[config.mk]
export PLATFORM = sky130hd
export DESIGN_NAME = uart_tx_fifo
export DESIGN_NICKNAME = d
export VERILOG_FILES = /design/src/rtl/uart_pkg.sv /design/src/rtl/sync_fifo_mem.sv /design/src/rtl/uart_tx_fifo.sv
export SDC_FILE = /design/constraint.sdc
export NUM_CORES = 1
export LEC_CHECK = 0
export ABC_AREA = 0
export BUFFER_PORTS_ARGS = -buffer_cell sky130_fd_sc_hd__buf_2
export CORE_MARGIN = 4
export CORE_UTILIZATION = 65
export CTS_BUF_LIST = sky130_fd_sc_hd__clkbuf_8
export DETAILED_ROUTE_END_ITERATION = 8
export GPL_TIMING_DRIVEN = 0
export PLACE_DENSITY = 0.82
export SETUP_SLACK_MARGIN = 0.15
export SYNTH_ARGS = -nofsm -noshare
export SYNTH_HDL_FRONTEND = slang
export SYNTH_SLANG_ARGS = --single-unit
[constraint.sdc]
create_clock -name clk -period 7.88 [get_ports clk]
set_input_delay 1.182 -clock clk [delete_from_list [all_inputs] [get_ports clk]]
set_output_delay 1.182 -clock clk [all_outputs]
set_load 0.03 [all_outputs]
[src/rtl/uart_pkg.sv]
// rtl/uart_pkg.sv - shared UART types and constants
package uart_pkg;

   // Default word width shared by uart_rx, uart_tx and uart_tx_fifo
   localparam int DATA_BITS_DEF = 8;

   // Parity selection used by uart_rx/uart_tx
   typedef enum logic [1:0] {
      PARITY_NONE = 2'd0,
      PARITY_EVEN = 2'd1,
      PARITY_ODD  = 2'd2
   } parity_e;

   // Handoff state of the transmit FIFO towards uart_tx
   typedef enum logic [1:0] {
      ST_IDLE    = 2'd0,
      ST_PRESENT = 2'd1,
      ST_BUSY    = 2'd2
   } txf_state_e;

endpackage

[src/rtl/sync_fifo_mem.sv]
// rtl/sync_fifo_mem.sv - dual-port register array, synchronous write, combinational read
module sync_fifo_mem #(
   parameter  int DATA_BITS = 8,
   parameter  int DEPTH     = 16,
   localparam int AW        = $clog2(DEPTH)
) (
   input  logic                 clk,
   input  logic                 we,
   input  logic [AW-1:0]        waddr,
   input  logic [DATA_BITS-1:0] wdata,
   input  logic [AW-1:0]        raddr,
   output logic [DATA_BITS-1:0] rdata
);

   logic [DATA_BITS-1:0] mem [DEPTH];

   // Write port: one word per enabled edge, no reset so a block RAM can drop in
   always_ff @(posedge clk) begin
      if (we) begin
         mem[waddr] <= wdata;
      end
   end

   assign rdata = mem[raddr];

endmodule

[src/rtl/uart_tx_fifo.sv]
// rtl/uart_tx_fifo.sv - transmit FIFO feeding uart_tx over a level valid/ready handoff
module uart_tx_fifo
   import uart_pkg::*;
#(
   parameter  int DATA_BITS = DATA_BITS_DEF,
   parameter  int DEPTH     = 16,
   localparam int CW        = $clog2(DEPTH + 1)
) (
   input  logic                 clk,
   input  logic                 rst,
   input  logic                 wr_valid,
   input  logic [DATA_BITS-1:0] wr_data,
   output logic                 wr_ready,
   input  logic                 flush,
   output logic                 tx_valid,
   output logic [DATA_BITS-1:0] tx_data,
   input  logic                 tx_ready,
   output logic [CW-1:0]        count,
   output logic                 overflow
);

   localparam int            AW       = $clog2(DEPTH);
   localparam logic [CW-1:0] FULL_CNT = CW'(DEPTH);

   logic [AW-1:0]        wr_ptr;
   logic [AW-1:0]        rd_ptr;
   logic [CW-1:0]        count_q;
   logic                 overflow_q;
   logic                 tx_valid_q;
   logic [DATA_BITS-1:0] tx_data_q;
   logic [DATA_BITS-1:0] rd_word;
   txf_state_e           state_q;
   txf_state_e           state_d;
   logic                 full;
   logic                 empty;
   logic                 wr_en;
   logic                 pop;

   assign full     = (count_q == FULL_CNT);
   assign empty    = (count_q == '0);
   assign wr_ready = !full;

   // A flush discards the same-cycle write without flagging overflow
   assign wr_en = wr_valid && !full && !flush;

   sync_fifo_mem #(
      .DATA_BITS (DATA_BITS),
      .DEPTH     (DEPTH)
   ) u_mem (
      .clk   (clk),
      .we    (wr_en),
      .waddr (wr_ptr),
      .wdata (wr_data),
      .raddr (rd_ptr),
      .rdata (rd_word)
   );

   // Handoff next state: pop only from IDLE, so BUSY->IDLE always costs one idle cycle.
   // A pop is suppressed on a flush edge so discarded contents never reach the line.
   always_comb begin
      state_d = state_q;
      pop     = 1'b0;
      unique case (state_q)
         ST_IDLE: begin
            if (!empty && tx_ready && !flush) begin
               pop     = 1'b1;
               state_d = ST_PRESENT;
            end
         end
         ST_PRESENT: begin
            if (!tx_ready) begin
               state_d = ST_BUSY;
            end
         end
         ST_BUSY: begin
            if (tx_ready) begin
               state_d = ST_IDLE;
            end
         end
         default: begin
            state_d = ST_IDLE;
         end
      endcase
   end

   // Handoff state register; flush deliberately leaves an in-flight word alone
   always_ff @(posedge clk) begin
      if (rst) begin
         state_q <= ST_IDLE;
      end else begin
         state_q <= state_d;
      end
   end

   // Output word register: captured on pop, held through PRESENT and BUSY
   always_ff @(posedge clk) begin
      if (rst) begin
         tx_valid_q <= 1'b0;
         tx_data_q  <= '0;
      end else begin
         tx_valid_q <= (state_d == ST_PRESENT);
         if (pop) begin
            tx_data_q <= rd_word;
         end
      end
   end

   // Circular pointers, wrapping naturally at DEPTH
   always_ff @(posedge clk) begin
      if (rst || flush) begin
         wr_ptr <= '0;
         rd_ptr <= '0;
      end else begin
         if (wr_en) begin
            wr_ptr <= wr_ptr + AW'(1);
         end
         if (pop) begin
            rd_ptr <= rd_ptr + AW'(1);
         end
      end
   end

   // Stored-word count, excluding the word handed to uart_tx
   always_ff @(posedge clk) begin
      if (rst || flush) begin
         count_q <= '0;
      end else begin
         unique case ({wr_en, pop})
            2'b10:   count_q <= count_q + CW'(1);
            2'b01:   count_q <= count_q - CW'(1);
            default: count_q <= count_q;
         endcase
      end
   end

   // Sticky overflow: any write attempt while full, cleared only by rst or flush
   always_ff @(posedge clk) begin
      if (rst || flush) begin
         overflow_q <= 1'b0;
      end else if (wr_valid && full) begin
         overflow_q <= 1'b1;
      end
   end

   assign tx_valid = tx_valid_q;
   assign tx_data  = tx_data_q;
   assign count    = count_q;
   assign overflow = overflow_q;

endmodule

Yosys cells after proc, flatten, opt, wreduce, memory -nomap -nowiden
Memories as Yosys holds them, arrays and structs flattened. A register that Yosys moved wholly into a read port is not among the register bits.
Index checks and enable logic that the tools add are counted.
{ "word_totals": {"regBits": 17, "ram_bits": 128, "in_bits": 13, "elab_cells": 38, "n_memories": 1} }
{ "classes": {"addsub": 4, "n_eq_ne": 6, "muxes": 9, "reduce_logical": 12} }
{ "memory_table": {"columns": ["memory", "depth", "word_bits", "rd", "rd_ports_with_merged_regs", "wr", "line_no", "rtl"], "rows": [
  ["u_mem.mem", 16, 8, 1, 1, 1, "sync_fifo_mem.sv:15", "logic [DATA_BITS-1:0] mem [DEPTH];"]
]} }
{ "op_table": {"columns": ["cell", "n"], "rows": [
  ["$pmux 5 s2", 1],
  ["$add 4x1->4 const B", 2],
  ["$eq 2x1->1 const B", 3],
  ["$mux 2", 3],
  ["$pmux 2 s3", 1],
  ["$add 5x1->5 const B", 1],
  ["$eq 5x5->1 const B", 1],
  ["$logic_and 1x1->1", 5],
  ["$logic_not 5->1", 1],
  ["$sub 5x1->5 const B", 1],
  ["$eq 2x2->1 const B", 2],
  ["$mux 1", 4],
  ["$logic_not 1->1", 3],
  ["$logic_not 2->1", 1],
  ["$reduce_bool 2->1", 1],
  ["$logic_or 1x1->1", 1]
]} }

Longest topological paths before layout
{ "depth": {"depth_word": 8, "depth_mapped": 12, "mapped_depth_nobuf": 11} }

Hierarchy
Synthesis repeated with hierarchy kept, for this count alone.
{ "hier_totals": {"cells_unflattened": 343, "hier_area_um2": 6157.2} }
{ "by_module_without_submodules": {"columns": ["mod", "n_inst", "cells_each", "area_per_inst_um2", "seq_area_each_um2"], "rows": [
  ["sync_fifo_mem", 1, 221, 4987.3, 3843.7],
  ["uart_tx_fifo", 1, 122, 1169.9, 500.5]
]} }

Worst setup path before layout
Ideal clock, no wire load.
{ "synth_path": {"path_kind": "in2reg", "from": "input flush", "to": "register count_q[4] (netlist: count[4])", "arrival_ns": 3.645, "required_time_ns": 7.810, "slack_ns": 4.166, "path_stages": 11, "n_path_buf": 1, "cell_sequence": "or4b_1 -> a21oi_2 -> buf_2 -> ha_1 -> xor2_1 -> ha_1 -> a211o_1 -> a211oi_1 -> a211oi_1 -> or3_1 -> a21oi_1"} }
{ "synth_via": {"elab_chain_cells": 6} }
{ "synth_rtl": {"columns": ["item", "line_no", "rtl"], "rows": [
  ["start: declaration", "uart_tx_fifo.sv:14", "input logic flush,"],
  ["$logic_not 1->1 *", "uart_tx_fifo.sv:65", "if (!empty && tx_ready && !flush) begin"],
  ["$logic_and 1x1->1 *", "uart_tx_fifo.sv:65", null],
  ["$mux 1 *", "uart_tx_fifo.sv:65", null],
  ["$mux 1 *", "uart_tx_fifo.sv:63", "unique case (state_q)"],
  ["via pop", "uart_tx_fifo.sv:37", "logic pop;"],
  ["$eq 2x1->1 or $eq 2x2->1 (tied branches)", "uart_tx_fifo.sv:128", "unique case ({wr_en, pop})"],
  ["$pmux 5 s2 or $reduce_bool 2->1 (tied branches)", null, null],
  ["end signal: assignment", "uart_tx_fifo.sv:129", "2'b10: count_q <= count_q + CW'(1);"],
  ["end signal: assignment", "uart_tx_fifo.sv:130", "2'b01: count_q <= count_q - CW'(1);"],
  ["end signal: assignment", "uart_tx_fifo.sv:131", "default: count_q <= count_q;"],
  ["end: declaration", "uart_tx_fifo.sv:27", "logic [CW-1:0] count_q;"]
]} }
The timed path passes the listed nets; every way through them passes the cells marked *.
A chain may end at the register's enable or synchronous reset.

Worst setup path after layout
Same ends and word-level chain as after synthesis.

==> metrics.md <==
| Metric | Value |
|---|---|
| Post-layout min period | `3.79 ns` |
| LEAKAGE | `2.18 nW` |
| Wire per inst | `21.4 µm` |
| Mean Syn Cell Area | `15.6 µm²` |
| CTS H-tree depth | `4` |
| Worst hold path class | `flip-flop to flip-flop` |
| Yosys reg bits | `153` |
| Die Wd | `106 µm` |
| Critical path required time | `8.25 ns` |
| Final Total Pwr | `1.45 mW` |
| Post-Syn Instances | `397` |
| Diodes inserted | `0` |
| Number of global-route vias before repair | `3,485` |
| Post CTS Setup Buffer Count | `0` |
| Most common library cells after synthesis | `edfxtp_1, mux2i_1, nor2_1, dfxtp_1` |
| Number of synthesized flops with an enable pin | `128` |
| Post-synth top area cell | `edfxtp_1` |
| Clk sinks | `153` |
| Mapped Area | `6190 µm²` |
| Setup crit end kind | `flip-flop` |
| Final wirelength | `12.5 mm` |
| Via-per-instance ratio | `6.04` |
| Fmax | `264 MHz` |
| Worst Setup Start Kind | `input pin` |
| Least-Margin Pin Slew | `1.22 ns` |
| Remaining antenna violation count | `0` |
| First-pass GRT wire length | `19.1 mm` |
| Worst-case clock buffer depth | `2` |
| Core area | `9240 µm²` |
| Predominant post-synthesis flop cell | `edfxtp_1` |
| CP top delay family | `compound AO/OA/AOI/OAI gates` |
| Reg2reg path depth | `11` |
| Yosys warnings | `0` |
| Hold Crit Depth | `2` |
| Grt ovf | `0` |
| Port Buffers | `28` |
| VDD IR max | `0.000155 V` |
| Final Wtd Congestion | `0.918` |
| FF-to-FF End | `count[4]` |
| Critical path type | `input pin to flip-flop` |
| Max Cap Violations | `0` |
| Final hold vios | `0` |
| Initial Util | `67.0%` |
| Buf/Inv on CP | `2` |
| Hold Path End | `tx_data[0]` |
| DP Wirelength | `8.21 mm` |
| Post-synth net total | `419` |
| Crit path from | `flush` |
| TritonCTS clock tree | `done` |
| Top cells by area, synth | `edfxtp_1, dfxtp_1, mux2i_1` |
| Hold_buf cts | `0` |
| Ys async rst share | `0%` |
| Largest net degree at the start of global routing | `17` |
| Reg2reg start | `state_q[1]` |
| Setup_tns | `0 ns` |
| Die area | `11,200 µm²` |
| Slowest stage delay, CP | `0.50 ns` |
| Total GRT Usage | `23.3%` |
| Core Rows | `35` |
| CP Data Arrival Time | `4.16 ns` |
| Drt initial violations | `376` |
| Area grow syn2layout | `10.6%` |
| RSZ-0062 raised after global routing | `no` |
| HP Start | `tx_data[0]` |
| Crit-path slowest cell | `or4b_1` |
| Layout cell share with drive strength beyond 1 | `20.8%` |
| Outcome | `finished, final reports clean` |
| Cell breakdown of the critical path | `buf_2 -> or4b_1 -> a21oi_2 -> buf_2 -> ha_1 -> xor2_1 -> ha_1 -> a211o_1 -> a211oi_1 -> a211oi_1 -> or3_1 -> a21oi_1` |
| Sequential area share after synthesis | `70.2%` |
| Pre-Repair DR Iteration Count | `5` |
| # DRC | `0` |
| IO Pins | `29` |
| Final Cycle Share | `48.1%` |
| CP max FO | `11` |
| Max_slew headroom | `17.7%` |
| Clock Skew | `0.0109 ns` |
| Nets@finish | `466` |
| Pwr/cell area | `212 nW/µm²` |
| Via count | `3,534` |
| Clock transition at the registers of the reported paths | `0.09 ns` |
| Die Height | `106 µm` |
| Cts bufs inserted | `17` |
| Latest clock arrival within the worst-skew pair | `0.44 ns` |
| Reg2reg setup slack | `4.57 ns` |
| Initial antenna violation count | `0` |
| Final setup vio count | `0` |
| Root Driver | `clkbuf_8` |
| Synth unique cells | `38` |
| Top-count cell post-synth | `edfxtp_1` |
| Cts repair resizes | `0` |
| Synth top area share | `62.1%` |
| Final slew viol count | `0` |
## per-stage QoR
step,std cells,utilization [%],cell area (µm²),hold WS (ns),worst slack [ns]
after floorplan,397,-,6190,0.511,4.17
after global placement,554,70.3,6490,0.446,3.80
after detailed placement,554,70.3,6490,0.486,3.70
after CTS,585,74.1,6840,0.502,4.15
after global routing,585,74.1,6850,0.518,3.96
final,585,74.1,6850,0.501,4.09
## worst max-delay path by stage
stage               end  slack [ns]  cells after the start
2_1_floorplan  count[4]        4.17                     11
3_3_place_gp   count[4]        3.80                     12
3_5_place_dp   count[4]        3.70                     12
4_1_cts        count[4]        4.15                     12
5_1_grt        count[4]        3.96                     12
6_report       count[4]        4.09                     12
## power by group
group,internal [mW],switching [mW],leakage [nW]
sequential,0.879,0.00232,1.35
clock,0.223,0.306,0.164
combinational,0.0125,0.0308,0.664
total,1.11,0.340,2.18
## final cells by class
type,count,area [µm²]
flip-flops and latches,153,4340
fillers,565,2390
multi-input cells,216,1710
clock buffers,17,234
well taps,129,161
repair buffers,28,140
plain buffers,21,120
clock inverters,14,115
inverters,7,26.3
## cells in the final DEF (no fill, tap or decap), types with 9 or more instances in the layout
cell      netlist  final
o22ai_1        22     22
nand2_1        22     22
nor3_1         14     13
dfxtp_1        25     25
mux2i_1        45     45
clkbuf_8        0     17
edfxtp_1      128    128
buf_2           6     34
mux4_2         11     11
nor2_1         35     35
ha_1            9      9
## worst min-delay path, delay by kind of cell (launching register included)
family	cells	cell delay, ns
AND/OR/NAND/NOR	1	0.10
AO/OA/AOI/OAI	1	0.05
flip-flops	1	0.31
## logic make-up after synthesis
logic type	synth area share (%)
muxes	11.3
adders and majority gates	1.82
DFF	70.2
buffers and inverters	2.36
and+or+nand+nor	7.09
AOI/OAI and AO/OA	5.88
xor gates and xnor gates	1.41
## per-layer routing
metal,up-vias,global-route usage (%),wire length [µm]
li1,1616,-,-
met1,1710,30.2,4960
met2,179,37.9,6170
met3,29,5.94,1040
met4,0,9.90,338
met5,-,0,0
## sequential cells by signal (all words and copies together), names as in the netlist
register	flops
u_mem.mem	128
tx_data	8
count	5
rd_ptr	4
wr_ptr	4
state_q	2
overflow	1
tx_valid	1
Power figures use the tool's default switching activity.
